**config.mk**
```make
export PLATFORM = sky130hd
export DESIGN_NAME = mux_arbiter
export DESIGN_NICKNAME = d
export VERILOG_FILES = /design/src/rtl/mux_arbiter.sv
export SDC_FILE = /design/constraint.sdc
export NUM_CORES = 1
export LEC_CHECK = 0
export ABC_CLOCK_PERIOD_IN_PS = 3500
export BUFFER_PORTS_ARGS = -buffer_cell sky130_fd_sc_hd__buf_2
export CAP_MARGIN = 20
export CORE_MARGIN = 1.5
export CORE_UTILIZATION = 55
export DETAILED_ROUTE_END_ITERATION = 8
export GPL_TIMING_DRIVEN = 0
export PLACE_DENSITY = 0.89
export SYNTH_ARGS = -nofsm -noshare
export SYNTH_HDL_FRONTEND = slang
export SYNTH_SLANG_ARGS = --single-unit
```
**constraint.sdc**
```tcl
create_clock -name clk -period 3.5 [get_ports clk]
set_input_delay 0.175 -clock clk [delete_from_list [all_inputs] [get_ports clk]]
set_output_delay 0.175 -clock clk [all_outputs]
set_load 0.05 [all_outputs]
```
**src/rtl/mux_arbiter.sv**
```systemverilog
// -----------------------------------------------------------------------------
// mux_arbiter
//
// Two-requester arbiter feeding a single registered output stage. Requesters A
// and B present valid/data and receive a combinational ready. The arbiter grants
// one requester at a time, for at most MAX_BURST consecutive transfers while the
// other requester waits. After a burst, or when the granted side runs dry, the
// grant moves to the other side. Grants alternate when both sides ask at once
// from IDLE. The current grant is also driven on sel_a to steer a shared 2:1
// scale mux.
//
// Parameters
//   WIDTH      data width of both requesters and of the output word
//   MAX_BURST  maximum consecutive transfers per grant under contention (1-255)
//
// Ports
//   clk        rising-edge clock
//   rst_       asynchronous active-low reset
//   a_valid    requester A offers a_data
//   a_data     requester A data word
//   a_ready    A is accepted this cycle when a_valid is also high
//   b_valid    requester B offers b_data
//   b_data     requester B data word
//   b_ready    B is accepted this cycle when b_valid is also high
//   out_valid  out_data holds a valid word
//   out_data   last accepted (granted) word
//   out_ready  sink accepts out_data this cycle
//   sel_a      registered current grant (1 = A, 0 = B), held while IDLE
// -----------------------------------------------------------------------------
module mux_arbiter #(
    parameter int WIDTH     = 8,
    parameter int MAX_BURST = 4
) (
    input  logic             clk,
    input  logic             rst_,
    input  logic             a_valid,
    input  logic [WIDTH-1:0] a_data,
    output logic             a_ready,
    input  logic             b_valid,
    input  logic [WIDTH-1:0] b_data,
    output logic             b_ready,
    output logic             out_valid,
    output logic [WIDTH-1:0] out_data,
    input  logic             out_ready,
    output logic             sel_a
);

    typedef enum logic [1:0] {
        IDLE  = 2'b00,
        GNT_A = 2'b01,
        GNT_B = 2'b10
    } state_e;

    // Count value of the final transfer of a burst.
    localparam logic [7:0] BURST_LAST = 8'(MAX_BURST - 1);

    // last_grant encoding: 1 = A was granted last, 0 = B.
    localparam logic LG_A = 1'b1;
    localparam logic LG_B = 1'b0;

    state_e             state_q,      state_d;
    logic               last_grant_q, last_grant_d;
    logic [7:0]         burst_cnt_q,  burst_cnt_d;
    logic               out_valid_q,  out_valid_d;
    logic [WIDTH-1:0]   out_data_q,   out_data_d;
    logic               sel_a_q,      sel_a_d;

    logic               slot_free_s;
    logic               a_ready_s;
    logic               b_ready_s;
    logic               accept_a_s;
    logic               accept_b_s;

    // Maps a "the other side wants it" flag to the state the grant moves to
    // when the current owner gives up: the other grant, or a fallback state.
    function automatic state_e pick_next(input logic other_valid,
                                         input state_e other_state,
                                         input state_e fallback);
        state_e res;
        if (other_valid) begin
            res = other_state;
        end else begin
            res = fallback;
        end
        return res;
    endfunction

    // Handshake: the output register can take a word when empty or draining.
    always_comb begin
        slot_free_s = (!out_valid_q) || out_ready;
        a_ready_s   = (state_q == GNT_A) && slot_free_s;
        b_ready_s   = (state_q == GNT_B) && slot_free_s;
        accept_a_s  = a_ready_s && a_valid;
        accept_b_s  = b_ready_s && b_valid;
    end

    // Next-state and burst counter.
    always_comb begin
        state_d     = state_q;
        burst_cnt_d = burst_cnt_q;
        case (state_q)
            IDLE: begin
                burst_cnt_d = 8'd0;
                if (a_valid && b_valid) begin
                    // Alternate against whoever was served last.
                    if (last_grant_q == LG_A) begin
                        state_d = GNT_B;
                    end else begin
                        state_d = GNT_A;
                    end
                end else if (a_valid) begin
                    state_d = GNT_A;
                end else if (b_valid) begin
                    state_d = GNT_B;
                end else begin
                    state_d = IDLE;
                end
            end
            GNT_A: begin
                if (accept_a_s) begin
                    if (burst_cnt_q == BURST_LAST) begin
                        // Burst exhausted: yield only if B is actually waiting.
                        burst_cnt_d = 8'd0;
                        state_d     = pick_next(b_valid, GNT_B, GNT_A);
                    end else begin
                        burst_cnt_d = burst_cnt_q + 8'd1;
                        state_d     = GNT_A;
                    end
                end else if (!a_valid) begin
                    burst_cnt_d = 8'd0;
                    state_d     = pick_next(b_valid, GNT_B, IDLE);
                end else begin
                    // A is waiting on backpressure: keep the grant and count.
                    burst_cnt_d = burst_cnt_q;
                    state_d     = GNT_A;
                end
            end
            GNT_B: begin
                if (accept_b_s) begin
                    if (burst_cnt_q == BURST_LAST) begin
                        burst_cnt_d = 8'd0;
                        state_d     = pick_next(a_valid, GNT_A, GNT_B);
                    end else begin
                        burst_cnt_d = burst_cnt_q + 8'd1;
                        state_d     = GNT_B;
                    end
                end else if (!b_valid) begin
                    burst_cnt_d = 8'd0;
                    state_d     = pick_next(a_valid, GNT_A, IDLE);
                end else begin
                    burst_cnt_d = burst_cnt_q;
                    state_d     = GNT_B;
                end
            end
            default: begin
                // Unused encoding: recover to a clean idle.
                burst_cnt_d = 8'd0;
                state_d     = IDLE;
            end
        endcase
    end

    // Grant bookkeeping: last_grant and sel_a follow the state being entered.
    always_comb begin
        last_grant_d = last_grant_q;
        sel_a_d      = sel_a_q;
        case (state_d)
            GNT_A: begin
                last_grant_d = LG_A;
                sel_a_d      = 1'b1;
            end
            GNT_B: begin
                last_grant_d = LG_B;
                sel_a_d      = 1'b0;
            end
            default: begin
                last_grant_d = last_grant_q;
                sel_a_d      = sel_a_q;
            end
        endcase
    end

    // Output register: load on accept, otherwise drain when the sink takes it.
    always_comb begin
        out_valid_d = out_valid_q;
        out_data_d  = out_data_q;
        if (accept_a_s) begin
            out_valid_d = 1'b1;
            out_data_d  = a_data;
        end else if (accept_b_s) begin
            out_valid_d = 1'b1;
            out_data_d  = b_data;
        end else if (out_ready) begin
            out_valid_d = 1'b0;
        end else begin
            out_valid_d = out_valid_q;
        end
    end

    // State and datapath registers with asynchronous reset.
    always_ff @(posedge clk or negedge rst_) begin
        if (!rst_) begin
            state_q      <= IDLE;
            last_grant_q <= LG_B;
            burst_cnt_q  <= 8'd0;
            out_valid_q  <= 1'b0;
            out_data_q   <= '0;
            sel_a_q      <= 1'b0;
        end else begin
            state_q      <= state_d;
            last_grant_q <= last_grant_d;
            burst_cnt_q  <= burst_cnt_d;
            out_valid_q  <= out_valid_d;
            out_data_q   <= out_data_d;
            sel_a_q      <= sel_a_d;
        end
    end

    assign a_ready   = a_ready_s;
    assign b_ready   = b_ready_s;
    assign out_valid = out_valid_q;
    assign out_data  = out_data_q;
    assign sel_a     = sel_a_q;

endmodule
```
==> qor.json, run 1 <==
{
  "critical_path_fanout_max": {"value": 4},
  "rows": {"value": 16},
  "hold_path.class": {"value": "in -> reg"},
  "critical_path.startpoint_type": {"value": "flop"},
  "cts.repair_timing.setup_buffer_count": {"value": 0},
  "power_report.internal_total": {"value": 0.5684, "unit": "mW"},
  "drv.max_cap_violation_count": {"value": 0},
  "post-dp-hpwl": {"value": 1.903, "unit": "mm"},
  "average_vias_per_placed_instance": {"value": 5.746},
  "timing.critical_path.cells": {"value": "ha_1 > nor3b_2 > a31oi_1 > o32ai_1 > a21oi_1 > ha_1 > nand2_1 > o21ai_0"},
  "gpl.final_weighted_congestion": {"value": 0.8277},
  "met2WireLength": {"value": 1.221, "unit": "mm"},
  "rsz_0062_raised_after_global_routing": {"value": "false"},
  "clock_insertion_delay_worst_skew": {"value": 320, "unit": "ps"},
  "nets": {"value": 182},
  "setup.worst_path.end_class": {"value": "flop"},
  "place_inst": {"value": 176},
  "die_height": {"value": 49.15, "unit": "um"},
  "totalWireLength": {"value": 2.462, "unit": "mm"},
  "crit_path_frequent_cell": {"value": "ha_1"},
  "fin_crit_sh": {"value": 58.04, "unit": "%"},
  "width_of_the_die": {"value": 49.15, "unit": "um"},
  "route.top_layer_used": {"value": "met4"},
  "critical_path_arrival": {"value": 2240, "unit": "ps"},
  "worst_ep_required_time": {"value": 3710, "unit": "ps"},
  "finalClockSkew": {"value": 9.769, "unit": "ps"},
  "clock_buffers_created_by_tritoncts": {"value": 3},
  "layout.cells.most_common": {"value": "buf_2"},
  "final_core_utilization": {"value": 71.21, "unit": "%"},
  "port_buffers": {"value": 32},
  "place_ws": {"value": 1476, "unit": "ps"},
  "setup-violations-final": {"value": 0},
  "fin_hold_ws": {"value": 138.0, "unit": "ps"},
  "final_period_minus_worst_setup_slack": {"value": 2032, "unit": "ps"},
  "dr_total_vias": {"value": 1040},
  "path_clk_slew": {"value": 120, "unit": "ps"},
  "max_freq": {"value": 0.4922, "unit": "GHz"},
  "timing_hold_violations_final": {"value": 0},
  "total_negative_setup_slack": {"value": 0, "unit": "ps"},
  "core_area": {"value": 0.001982, "unit": "mm^2"},
  "wl_met1": {"value": 1.031, "unit": "mm"},
  "post_dp_cell_area": {"value": 0.001365, "unit": "mm^2"},
  "power_density": {"value": 835.6, "unit": "mW/mm^2"},
  "power.combinational.fraction": {"value": 58.9, "unit": "%"},
  "layoutNonFillerInstCount": {"value": 181},
  "number_of_antenna_violations_at_the_first_check_in_global_routing": {"value": 0},
  "gr_ovfl_total": {"value": 0},
  "mappedNetlistNets": {"value": 144},
  "timing_worst_slew_pin_value": {"value": 491.2, "unit": "ps"},
  "clkSinkCount": {"value": 20},
  "ys_ff_latch": {"value": 20},
  "layout.cells.most_common_list": {"value": "buf_2 (33), dfrtp_1 (20), nand2_1 (17)"},
  "post-route-worst-setup-slack": {"value": 1469, "unit": "ps"},
  "crit_path_max_incr_delay": {"value": 400, "unit": "ps"},
  "postSynthAreaPerCell": {"value": 10.01, "unit": "um^2"},
  "wl_per_cell": {"value": 13.60, "unit": "um"},
  "start_util": {"value": 59.09, "unit": "%"},
  "clock_network_fraction_of_design_power": {"value": 11.8, "unit": "%"},
  "swShare": {"value": 51.80, "unit": "%"},
  "run_status": {"value": "completed"},
  "met3WireLength": {"value": 161, "unit": "um"},
  "class_of_the_most_critical_setup_path": {"value": "reg -> reg"},
  "diodes": {"value": 0},
  "grt_pass1_vias": {"value": 993},
  "overall_fraction_of_global_route_tracks_in_use": {"value": 22.74, "unit": "%"},
  "cts_tree": {"value": "done"},
  "timing_max_transition_violations_final": {"value": 0},
  "cts-htree-levels": {"value": 1},
  "detail_route.first_pass.iterations": {"value": 4},
  "p_leak": {"value": 0.6829, "unit": "nW"},
  "relSlewSlack": {"value": 67.15, "unit": "%"},
  "flow.area_growth_from_synthesis": {"value": 20.51, "unit": "%"},
  "grt_start_max_net_pins": {"value": 21},
  "fin_area": {"value": 0.001411, "unit": "mm^2"},
  "die_area": {"value": 0.002415, "unit": "mm^2"},
  "layout-drive-gt1-share": {"value": 32.47, "unit": "%"},
  "drt_iter0_markers": {"value": 30},
  "cts.path.max_buffers": {"value": 2},
  "power.total": {"value": 1.179, "unit": "mW"},
  "yosysWarnings": {"value": 0},
  "synth_seq_area_share": {"value": 42.74, "unit": "%"},
  "library_cell_contributing_the_largest_single_delay_on_the_critical_path": {"value": "dfrtp_1"},
  "grt_first_pass_wirelength": {"value": 4.229, "unit": "mm"},
  "drc_errors": {"value": 0},
  "pwr-share-seq": {"value": 29.3, "unit": "%"},
  "ir_worst_vdd": {"value": 0.7086, "unit": "mV"},
  "drt.antenna.violating_nets": {"value": 0},
  "mappedNetlistArea": {"value": 0.001171, "unit": "mm^2"},
  "synth_cell_type_count": {"value": 36},
  "syn-instance-count": {"value": 117},
  "io_pins": {"value": 33},
  "total_switching_power": {"value": 0.6109, "unit": "mW"},
  "cts.root.buffer_cell": {"value": "clkbuf_4"}
}
sequential cells by signal, summed over array words and instances, names as in the netlist:
register	flops
burst_cnt_q	8
out_data	8
state_q	2
out_valid	1
sel_a	1
logic make-up (layout without fill, tap and decap cells):
family                     after synthesis  after routing  share of synthesized area, %
DFF                                     20             20                         42.74
and+or+nand+nor                         41             41                         20.94
xor gates and xnor gates                 2              2                         1.496
adders and majority gates                6              6                         6.410
buffers and inverters                    7             44                         2.670
muxes                                    8              8                         6.838
AOI/OAI and AO/OA                       33             33                         18.91
repair_timing:
action / in CTS / in global routing
hold buffers: 1 / 0
resized for setup: 0 / 0
hold endpoints to repair: 20 / 0
metal layers:
metal  GRT usage [%]  vias to the layer above
li1                -                      503
met1           26.48                      481
met2           41.89                       51
met3           2.147                        5
met4           10.00                        0
met5               0                        -
Yosys cell counts (all sizes together):
| master | number | area [um^2] |
|---|---|---|
| and2 | 2 | 13.77 |
| o22ai | 1 | 6.260 |
| nand4 | 1 | 6.260 |
| buf | 2 | 12.51 |
| nor3b | 1 | 12.51 |
| nand3 | 3 | 15.01 |
| a31o | 1 | 8.760 |
| o21ai | 12 | 60.06 |
| a31oi | 10 | 62.56 |
| dfrtp | 20 | 500.5 |
| a211oi | 1 | 20.02 |
| a32o | 1 | 10.01 |
| and2b | 1 | 7.510 |
| nand2b | 3 | 18.77 |
| nand3b | 4 | 30.03 |
| nor2 | 3 | 18.77 |
| a22oi | 1 | 12.51 |
| ha | 6 | 75.07 |
| a21oi | 3 | 15.01 |
| o32ai | 1 | 8.760 |
| inv | 4 | 15.01 |
| and3 | 3 | 21.27 |
| o21bai | 1 | 7.510 |
| a22o | 1 | 10.01 |
| clkbuf | 1 | 3.750 |
| and4 | 1 | 10.01 |
| nor4 | 1 | 21.27 |
| mux2i | 8 | 80.08 |
| xor2 | 2 | 17.52 |
| nand2 | 18 | 70.07 |
final timing paths:
path,startpoint,to,slack (ps),depth (start not counted)
min in group asynchronous,rst_,out_data[0]$_DFFE_PN0P_,340,2
min reg2reg,out_data[5]$_DFFE_PN0P_,out_data[5]$_DFFE_PN0P_,490,2
min,b_data[0],out_data[0]$_DFFE_PN0P_,140,3
max,burst_cnt_q[0]$_DFFE_PN0P_,sel_a$_DFFE_PN0P_,1470,8
max in group asynchronous,rst_,burst_cnt_q[3]$_DFFE_PN0P_,2850,2
max reg2reg,burst_cnt_q[0]$_DFFE_PN0P_,sel_a$_DFFE_PN0P_,1470,8
power by group through the flow:
stage / Combinational (mW) / Clock [mW] / Sequential [mW]
detailed placement: 0.697 / 0 / 0.351
floorplan: 0.347 / 0 / 0.539
finish: 0.695 / 0.139 / 0.346
global placement: 0.668 / 0 / 0.344
global route: 0.746 / 0.147 / 0.358
CTS: 0.698 / 0.141 / 0.345
worst max-delay path: cells and delay by family (launching register included):
kind / cells / cell delay (ps)
AOI/OAI and AO/OA: 4 / 610
adders and majority gates: 2 / 520
DFF: 1 / 400
and+or+nand+nor: 2 / 410
layout make-up:
type                       count  area [um^2]
multi-input combinational     90        639.4
fill                         154        570.5
sequential                    20        500.5
timing repair buffer          33        170.2
clock buffer                   4        36.28
tap                           27        33.78
buffer                         3        16.27
inverter                       4        15.01
Note: power is estimated with default switching activity, not from simulation.
==> run 2, diff against run 1 <==
ABC_AREA = 1   (was not set)
ABC_CLOCK_PERIOD_IN_PS = 1700   (was 3500)
CORE_UTILIZATION = 46   (was 55)
PLACE_DENSITY = 0.79   (was 0.89)
clock period = 1.7 ns   (was 3.5 ns; I/O delays follow)
==> run 2 against run 1 <==
Effect of this change:
- the run now ends with setup timing left
- first-iteration DRC count grew 33%
- utilization down 3.6 points
- power rose by 140%
- global-route usage rose by 0.85 points
- non-clock buffer count rose by 15
- highest routed layer unchanged
==> qor.json, run 2 <==
{
  "cts-htree-levels": {"value": 1, "change": "unchanged"},
  "worst_ep_required_time": {"value": 1910, "unit": "ps", "change": "-1800 ps"},
  "synth_top_area_share": {"value": 41.71, "unit": "%", "change": "-1.0 points"},
  "gr_ovfl_total": {"value": 0, "change": "unchanged"},
  "worstHoldPathCells": {"value": 3, "change": "unchanged"},
  "die_height": {"value": 54.08, "unit": "um", "change": "+10%"},
  "drt_iter0_markers": {"value": 40, "change": "+33%"},
  "mappedNetlistArea": {"value": 0.001200, "unit": "mm^2", "change": "+2.5%"},
  "grt_start_max_net_pins": {"value": 21, "change": "unchanged"},
  "post-route-worst-setup-slack": {"value": -99.24, "unit": "ps", "change": "-1568 ps"},
  "synth_top_cells_by_area": {"value": "dfrtp_1 (42%), nand2_1 (9.7%), ha_1 (6.3%)"},
  "postSynthAreaPerCell": {"value": 7.643, "unit": "um^2", "change": "-24%"},
  "run_status": {"value": "complete, but fails checks"},
  "r2r_start": {"value": "burst_cnt_q[0]$_DFFE_PN0P_"},
  "relSlewSlack": {"value": 69.04, "unit": "%", "change": "+1.9 points"},
  "failed_checks": {"value": "setup timing"},
  "timing_max_transition_violations_final": {"value": 0, "change": "unchanged"},
  "p_leak": {"value": 0.8804, "unit": "nW", "change": "+29%"},
  "rows": {"value": 18, "change": "+2"},
  "critical_path_fanout_max": {"value": 3, "change": "-1"},
  "synth_cell_type_count": {"value": 21, "change": "-42%"},
  "finalClockSkew": {"value": 7.019, "unit": "ps", "change": "-2.750 ps"},
  "ir_worst_vdd": {"value": 1.375, "unit": "mV", "change": "+94%"},
  "class_of_the_most_critical_setup_path": {"value": "reg -> reg"},
  "fillerInstances": {"value": 197, "change": "+28%"},
  "layoutNonFillerInstCount": {"value": 240, "change": "+33%"},
  "io_pins": {"value": 33, "change": "unchanged"},
  "core_area": {"value": 0.002477, "unit": "mm^2", "change": "+25%"},
  "mappedNetlistNets": {"value": 184, "change": "+28%"},
  "clock_insertion_delay_worst_skew": {"value": 310, "unit": "ps", "change": "about the same"},
  "synth_seq_area_share": {"value": 41.71, "unit": "%", "change": "-1.0 points"},
  "flow.area_growth_from_synthesis": {"value": 39.62, "unit": "%"},
  "path_clk_slew": {"value": 120, "unit": "ps", "change": "about the same"},
  "nets": {"value": 238, "change": "+31%"},
  "critical_path_arrival": {"value": 2010, "unit": "ps", "change": "-230 ps"},
  "power.total": {"value": 2.817, "unit": "mW", "change": "+140%"},
  "ys_ff_latch": {"value": 20, "change": "unchanged"},
  "logic_depth_of_the_worst_register_to_register_path": {"value": 12, "change": "+4"},
  "diodes": {"value": 0, "change": "unchanged"},
  "dominantRegCellSynth": {"value": "dfrtp_1"},
  "wl_per_cell": {"value": 12.74, "unit": "um", "change": "-6.4%"},
  "fin_crit_sh": {"value": 105.8, "unit": "%", "change": "+48 points"},
  "timing_hold_violations_final": {"value": 0, "change": "unchanged"},
  "cts.path.max_buffers": {"value": 2, "change": "unchanged"},
  "layout.cells.most_common": {"value": "buf_2"},
  "detail_route.first_pass.iterations": {"value": 4, "change": "unchanged"},
  "crit_path_frequent_cell": {"value": "nand2_1"},
  "drc_errors": {"value": 0, "change": "unchanged"},
  "totalWireLength": {"value": 3.057, "unit": "mm", "change": "+24%"},
  "die_area": {"value": 0.002924, "unit": "mm^2", "change": "+21%"},
  "number_of_antenna_violations_at_the_first_check_in_global_routing": {"value": 0, "change": "unchanged"},
  "crit_path_max_incr_delay": {"value": 390, "unit": "ps", "change": "about the same"},
  "synth_async_reset_ratio": {"value": 100.0, "unit": "%", "change": "unchanged"},
  "cts_tree": {"value": "done"},
  "port_buffers": {"value": 32, "change": "unchanged"},
  "netlist.top_cell.by_area": {"value": "dfrtp_1"},
  "grt_first_pass_wirelength": {"value": 4.947, "unit": "mm", "change": "+17%"},
  "cts.root.buffer_cell": {"value": "clkbuf_4"},
  "overall_fraction_of_global_route_tracks_in_use": {"value": 23.58, "unit": "%", "change": "+0.85 points"},
  "power_density": {"value": 1681, "unit": "mW/mm^2", "change": "+100%"},
  "ff2ff_setup_slack": {"value": -100, "unit": "ps", "change": "-1570 ps"},
  "critical_path.startpoint_type": {"value": "flop"},
  "rsz_0062_raised_after_global_routing": {"value": "true"},
  "clkSinkCount": {"value": 20, "change": "unchanged"},
  "setup-violations-final": {"value": 1, "change": "+1"},
  "max_freq": {"value": 0.5558, "unit": "GHz", "change": "+13%"},
  "width_of_the_die": {"value": 54.08, "unit": "um", "change": "+10%"},
  "layout.cells.most_common_list": {"value": "buf_2 (33), nand2_1 (24), nor2_1 (20)"},
  "clock_buffers_created_by_tritoncts": {"value": 3, "change": "unchanged"},
  "place_inst": {"value": 219, "change": "+24%"},
  "drt.antenna.violating_nets": {"value": 0, "change": "unchanged"},
  "start_util": {"value": 48.43, "unit": "%", "change": "-11 points"},
  "syn-instance-count": {"value": 157, "change": "+34%"},
  "grt_pass1_vias": {"value": 1154, "change": "+16%"},
  "yosysMostFrequentCell": {"value": "nand2_1"},
  "setup.worst_path.end_class": {"value": "flop"},
  "post-dp-hpwl": {"value": 1.903, "unit": "mm", "change": "about the same"},
  "dr_total_vias": {"value": 1253, "change": "+20%"},
  "timing_worst_slew_pin_value": {"value": 464.3, "unit": "ps", "change": "-26.90 ps"},
  "final_period_minus_worst_setup_slack": {"value": 1799, "unit": "ps", "change": "-232.3 ps"},
  "layout-drive-gt1-share": {"value": 39.52, "unit": "%", "change": "+7.1 points"},
  "timing.hold.worst.start": {"value": "b_data[3]"},
  "average_vias_per_placed_instance": {"value": 5.221, "change": "-9.1%"},
  "total_negative_setup_slack": {"value": -99.24, "unit": "ps", "change": "-99.24 ps"},
  "cp_top_family": {"value": "simple AND/OR/NAND/NOR gates"},
  "drv.max_cap_violation_count": {"value": 0, "change": "unchanged"},
  "timing.critical_path.cells": {"value": "ha_2 > inv_2 > nor2_1 > nand2_1 > nor2_4 > nand2_2 > nand2_1 > nand2_1 > a21oi_2 > ha_4 > nand2_2 > o21ai_1"},
  "cp_num_buf_inv": {"value": 1, "change": "+1"},
  "gpl.final_weighted_congestion": {"value": 0.9373, "change": "+13%"},
  "library_cell_contributing_the_largest_single_delay_on_the_critical_path": {"value": "dfrtp_1"},
  "timing.rr.end": {"value": "sel_a$_DFFE_PN0P_"},
  "synth-edff-count": {"value": 0, "change": "unchanged"},
  "hold_path_end": {"value": "out_data[3]$_DFFE_PN0P_"},
  "synth.top_cells.by_count": {"value": "nand2_1 (31), dfrtp_1 (20), inv_1 (20), nor2_1 (20)"},
  "place_ws": {"value": -200.7, "unit": "ps", "change": "-1677 ps"},
  "yosysWarnings": {"value": 0, "change": "unchanged"},
  "hold_path.class": {"value": "in -> reg"}
}
[run 2: cells by family after synthesis]
| family | share of synthesized area (%) |
|---|---|
| simple gates | 28.99 |
| compound gates | 13.03 |
| buf+inv | 8.550 |
| flops | 41.71 |
| fa+ha+maj | 6.256 |
| xor+xnor | 1.460 |
[run 2: how the worst max path moves through the flow]
stage	from	endpoint	slack, ps	cells after the start
floorplan	state_q[0]$_DFF_PN0_	sel_a$_DFFE_PN0P_	-30	12
global placement	state_q[0]$_DFF_PN0_	sel_a$_DFFE_PN0P_	-150	12
detailed placement	state_q[1]$_DFF_PN0_	sel_a$_DFFE_PN0P_	-200	13
CTS	burst_cnt_q[1]$_DFFE_PN0P_	sel_a$_DFFE_PN0P_	-80	12
global route	burst_cnt_q[0]$_DFFE_PN0P_	sel_a$_DFFE_PN0P_	-210	13
finish	burst_cnt_q[0]$_DFFE_PN0P_	sel_a$_DFFE_PN0P_	-100	12
[run 2: timing repair]
item	4_1_cts	5_1_grt
endpoints found under the hold margin	20	0
pin swaps	13	4
hold buffers	1	0
setup buffers	12	4
setup endpoints to repair	1	3
gates resized for setup	15	8
[run 2: report_power, final]
part | internal (mW) | switching (mW) | total (mW)
clock | 0.238 | 0.159 | 0.397
combinational | 0.597 | 1.10 | 1.70
sequential | 0.624 | 0.0942 | 0.718
total | 1.46 | 1.36 | 2.82
[run 2: through the flow]
| stage | util, % | area [um^2] | hold slack (ps) |
|---|---|---|---|
| detailed placement | 56.62 | 1403 | 62.91 |
| finish | 67.63 | 1675 | 28.68 |
| global route | 67.63 | 1675 | 41.02 |
| CTS | 64.80 | 1605 | 23.26 |
| global placement | 56.62 | 1403 | 52.02 |
| floorplan | - | 1205 | -210.6 |
[run 2: tightest hold or removal path, cell delays in order]
cell and delay, ps:
buf_2 70, nor2_1 40, o21ai_1 110
[run 2: layout make-up]
cell class / count / area [um^2] / area share, %
well taps: 30 / 37.54 / 2.240
plain buffers: 2 / 16.27 / 0.9709
repair buffers: 49 / 294.0 / 17.55
multi-input cells: 112 / 684.4 / 40.85
flip-flops and latches: 20 / 501.7 / 29.95
clock buffers: 3 / 22.52 / 1.344
inverters: 23 / 88.84 / 5.302
clock inverters: 1 / 30.03 / 1.792
[run 2: routing by layer]
layer / vias to the layer above / global-route usage, % / share of wire (%)
li1: 606 / - / -
met1: 596 / 27.75 / 42
met2: 43 / 43.50 / 51
met3: 8 / 2.778 / 5.2
met4: 0 / 8.750 / 1.5
met5: - / 0 / 0
==> run 3, diff against run 2 <==
--- a/constraint.sdc
+++ b/constraint.sdc
@@ -3,2 +3,2 @@
 set_output_delay 0.085 -clock clk [all_outputs]
-set_load 0.05 [all_outputs]
+set_load 0.1 [all_outputs]
==> run 3 against run 2 <==
Effect of this change:
- the flow still finishes with violations (setup timing)
- combinational power up 25%
- power up 15%
- clock skew up 6.2 ps
- critical path type unchanged
- critical endpoint unchanged
- largest cell class unchanged
==> qor.json, run 3 (same netlist as run 2, synthesis figures left out) <==
{
  "clock_buffers_created_by_tritoncts": {"value": 3, "change": "unchanged"},
  "setup-violations-final": {"value": 1, "change": "unchanged"},
  "grt_pass1_vias": {"value": 1073, "change": "-7.0%"},
  "nets": {"value": 238, "change": "unchanged"},
  "wl_per_cell": {"value": 11.52, "unit": "um", "change": "-9.6%"},
  "worst_ep_required_time": {"value": 1900, "unit": "ps", "change": "about the same"},
  "post-route-worst-setup-slack": {"value": -104.3, "unit": "ps", "change": "-5.012 ps"},
  "cts.root.buffer_cell": {"value": "clkbuf_4"},
  "width_of_the_die": {"value": 54.08, "unit": "um", "change": "unchanged"},
  "port_buffers": {"value": 32, "change": "unchanged"},
  "layout.cells.most_common_list": {"value": "buf_2 (32), nand2_1 (24), inv_1 (17), nor2_1 (17), dfrtp_1 (17)"},
  "power.total": {"value": 3.250, "unit": "mW", "change": "+15%"},
  "detail_route.first_pass.iterations": {"value": 4, "change": "unchanged"},
  "rows": {"value": 18, "change": "unchanged"},
  "timing.rr.end": {"value": "sel_a$_DFFE_PN0P_"},
  "post-dp-hpwl": {"value": 1.963, "unit": "mm", "change": "+3.1%"},
  "grt_util_met2": {"value": 37.40, "unit": "%", "change": "-6.1 points"},
  "grt_most_used_layer": {"value": "met2"},
  "fin_area": {"value": 0.001665, "unit": "mm^2", "change": "-0.60%"},
  "timing_max_transition_violations_final": {"value": 0, "change": "unchanged"},
  "die_area": {"value": 0.002924, "unit": "mm^2", "change": "unchanged"},
  "diodes": {"value": 0, "change": "unchanged"},
  "logic_depth_of_the_worst_register_to_register_path": {"value": 13, "change": "+1"},
  "path_clk_slew": {"value": 120, "unit": "ps", "change": "about the same"},
  "worstHoldPathCells": {"value": 3, "change": "unchanged"},
  "critical_path_fanout_max": {"value": 3, "change": "unchanged"},
  "hold_path_end": {"value": "out_data[5]$_DFFE_PN0P_"},
  "rsz_0062_raised_after_global_routing": {"value": "true"},
  "die_height": {"value": 54.08, "unit": "um", "change": "unchanged"},
  "timing_hold_violations_final": {"value": 0, "change": "unchanged"},
  "class_of_the_most_critical_setup_path": {"value": "reg -> reg"},
  "cts-htree-levels": {"value": 1, "change": "unchanged"},
  "p_leak": {"value": 0.8768, "unit": "nW", "change": "-0.41%"},
  "grt_first_pass_wirelength": {"value": 4.485, "unit": "mm", "change": "-9.3%"},
  "relSlewSlack": {"value": 67.59, "unit": "%", "change": "-1.5 points"},
  "grt_start_max_net_pins": {"value": 21, "change": "unchanged"},
  "finalClockSkew": {"value": 13.17, "unit": "ps", "change": "+6.150 ps"},
  "average_vias_per_placed_instance": {"value": 5.050, "change": "-3.3%"},
  "number_of_antenna_violations_at_the_first_check_in_global_routing": {"value": 0, "change": "unchanged"},
  "critical_path.startpoint_type": {"value": "flop"},
  "drc_errors": {"value": 0, "change": "unchanged"},
  "failed_checks": {"value": "setup timing"},
  "run_status": {"value": "complete, but fails checks"},
  "timing.critical_path.cells": {"value": "inv_2 > ha_4 > nand2_2 > inv_2 > nand2_4 > nor2_2 > nand2_2 > nand2_1 > nand2_1 > a21oi_2 > ha_1 > nand2_1 > o21ai_2"},
  "r2r_start": {"value": "state_q[1]$_DFF_PN0_"},
  "cts.path.max_buffers": {"value": 2, "change": "unchanged"},
  "drv.max_cap_violation_count": {"value": 0, "change": "unchanged"},
  "ff2ff_setup_slack": {"value": -100, "unit": "ps", "change": "about the same"},
  "totalWireLength": {"value": 2.765, "unit": "mm", "change": "-9.6%"},
  "post_dp_cell_area": {"value": 0.001411, "unit": "mm^2", "change": "+0.62%"},
  "start_util": {"value": 48.43, "unit": "%", "change": "unchanged"},
  "hold_path.class": {"value": "in -> reg"},
  "clkSinkCount": {"value": 20, "change": "unchanged"},
  "max_freq": {"value": 0.5542, "unit": "GHz", "change": "-0.28%"},
  "overall_fraction_of_global_route_tracks_in_use": {"value": 21.25, "unit": "%", "change": "-2.3 points"},
  "drt.antenna.violating_nets": {"value": 0, "change": "unchanged"},
  "gr-usage-met1": {"value": 25.31, "unit": "%", "change": "-2.4 points"},
  "gpl.final_weighted_congestion": {"value": 0.8865, "change": "-5.4%"},
  "cp_top_family": {"value": "simple AND/OR/NAND/NOR gates"},
  "drt_iter0_markers": {"value": 25, "change": "-38%"},
  "dr_total_vias": {"value": 1212, "change": "-3.3%"},
  "flow.area_growth_from_synthesis": {"value": 38.79, "unit": "%"},
  "timing_worst_slew_pin_value": {"value": 489.5, "unit": "ps", "change": "+25.18 ps"},
  "crit_path_max_incr_delay": {"value": 450, "unit": "ps", "change": "+60 ps"},
  "clock_insertion_delay_worst_skew": {"value": 310, "unit": "ps", "change": "about the same"},
  "crit_path_frequent_cell": {"value": "nand2_1"},
  "cp_num_buf_inv": {"value": 2, "change": "+1"},
  "library_cell_contributing_the_largest_single_delay_on_the_critical_path": {"value": "dfrtp_1"},
  "timing.hold.worst.start": {"value": "b_data[5]"},
  "fillerInstances": {"value": 215, "change": "+9.1%"},
  "layout.cells.most_common": {"value": "buf_2"},
  "grt.met3_usage": {"value": 3.611, "unit": "%", "change": "+0.83 points"},
  "layout-drive-gt1-share": {"value": 42.38, "unit": "%", "change": "+2.9 points"},
  "io_pins": {"value": 33, "change": "unchanged"},
  "final_core_utilization": {"value": 67.22, "unit": "%", "change": "-0.40 points"},
  "gr_ovfl_total": {"value": 0, "change": "unchanged"},
  "cts_tree": {"value": "done"},
  "power_density": {"value": 1951, "unit": "mW/mm^2", "change": "+16%"},
  "setup.worst_path.end_class": {"value": "flop"},
  "final_period_minus_worst_setup_slack": {"value": 1804, "unit": "ps", "change": "+5.012 ps"},
  "ir_worst_vdd": {"value": 1.725, "unit": "mV", "change": "+25%"},
  "core_area": {"value": 0.002477, "unit": "mm^2", "change": "unchanged"},
  "critical_path_arrival": {"value": 2000, "unit": "ps", "change": "about the same"},
  "fin_crit_sh": {"value": 106.1, "unit": "%", "change": "+0.29 points"}
}
## run 3: cell types whose count changed in the layout (fill, tap and decap cells not counted), sizes merged
cell	previous run	this run
clkbuf	3	4
buf	50	49
## run 3: repair_timing
action	in CTS	in global routing
resized for setup	13	11
hold buffers	1	0
gates cloned	0	0
endpoints found under the setup margin	1	2
pin swaps	8	9
setup buffers	10	6
hold endpoints to repair	20	0
## run 3: cell type report
| class | count | area (um^2) | area share [%] |
|---|---|---|---|
| Multi-Input combinational cell | 112 | 670.6 | 40.27 |
| Sequential cell | 20 | 506.7 | 30.43 |
| Timing Repair Buffer | 49 | 292.8 | 17.58 |
| Inverter | 23 | 88.84 | 5.334 |
| Tap cell | 30 | 37.54 | 2.254 |
| Clock inverter | 1 | 30.03 | 1.803 |
| Clock buffer | 3 | 22.52 | 1.352 |
| Buffer | 2 | 16.27 | 0.9767 |
## run 3: stage by stage
stage / setup WS [ps] / setup TNS [ps] / cells / hold slack, ps
after floorplan: -40.21 / -114.3 / 157 / -210.6
after global placement: -155.6 / -155.6 / 219 / 54.03
after detailed placement: -218.6 / -218.6 / 219 / 56.79
after CTS: -112.6 / -112.6 / 234 / 25.08
after global routing: -220.0 / -354.4 / 240 / 24.22
final: -104.3 / -104.3 / 240 / 24.23
## run 3: layer usage
layer	part of all wire, %	routed length (um)
met4	1.7	48
met2	49	1355
met5	0	0
met1	45	1245
met3	4.2	116
## run 3: power by group
| part | internal, mW | switching [mW] | total (mW) |
|---|---|---|---|
| Clock | 0.238 | 0.152 | 0.390 |
| Combinational | 0.564 | 1.57 | 2.13 |
| Sequential | 0.633 | 0.0959 | 0.729 |
## run 3: worst max path at each step
stage,startpoint,to,slack [ps],cells after the start
after floorplan,out_valid$_DFFE_PN0P_,a_ready,-40,3
after global placement,state_q[0]$_DFF_PN0_,sel_a$_DFFE_PN0P_,-160,12
after detailed placement,state_q[1]$_DFF_PN0_,sel_a$_DFFE_PN0P_,-220,13
after CTS,burst_cnt_q[1]$_DFFE_PN0P_,sel_a$_DFFE_PN0P_,-110,12
after global routing,state_q[0]$_DFF_PN0_,sel_a$_DFFE_PN0P_,-220,14
final,state_q[1]$_DFF_PN0_,sel_a$_DFFE_PN0P_,-100,13
## run 3: worst reg2reg max path: cells and delay by family, from the launching register on
kind,cells,cell delay [ps]
buf+inv,2,170
compound gates,2,220
simple gates,7,460
flops,1,450
fa+ha+maj,2,410
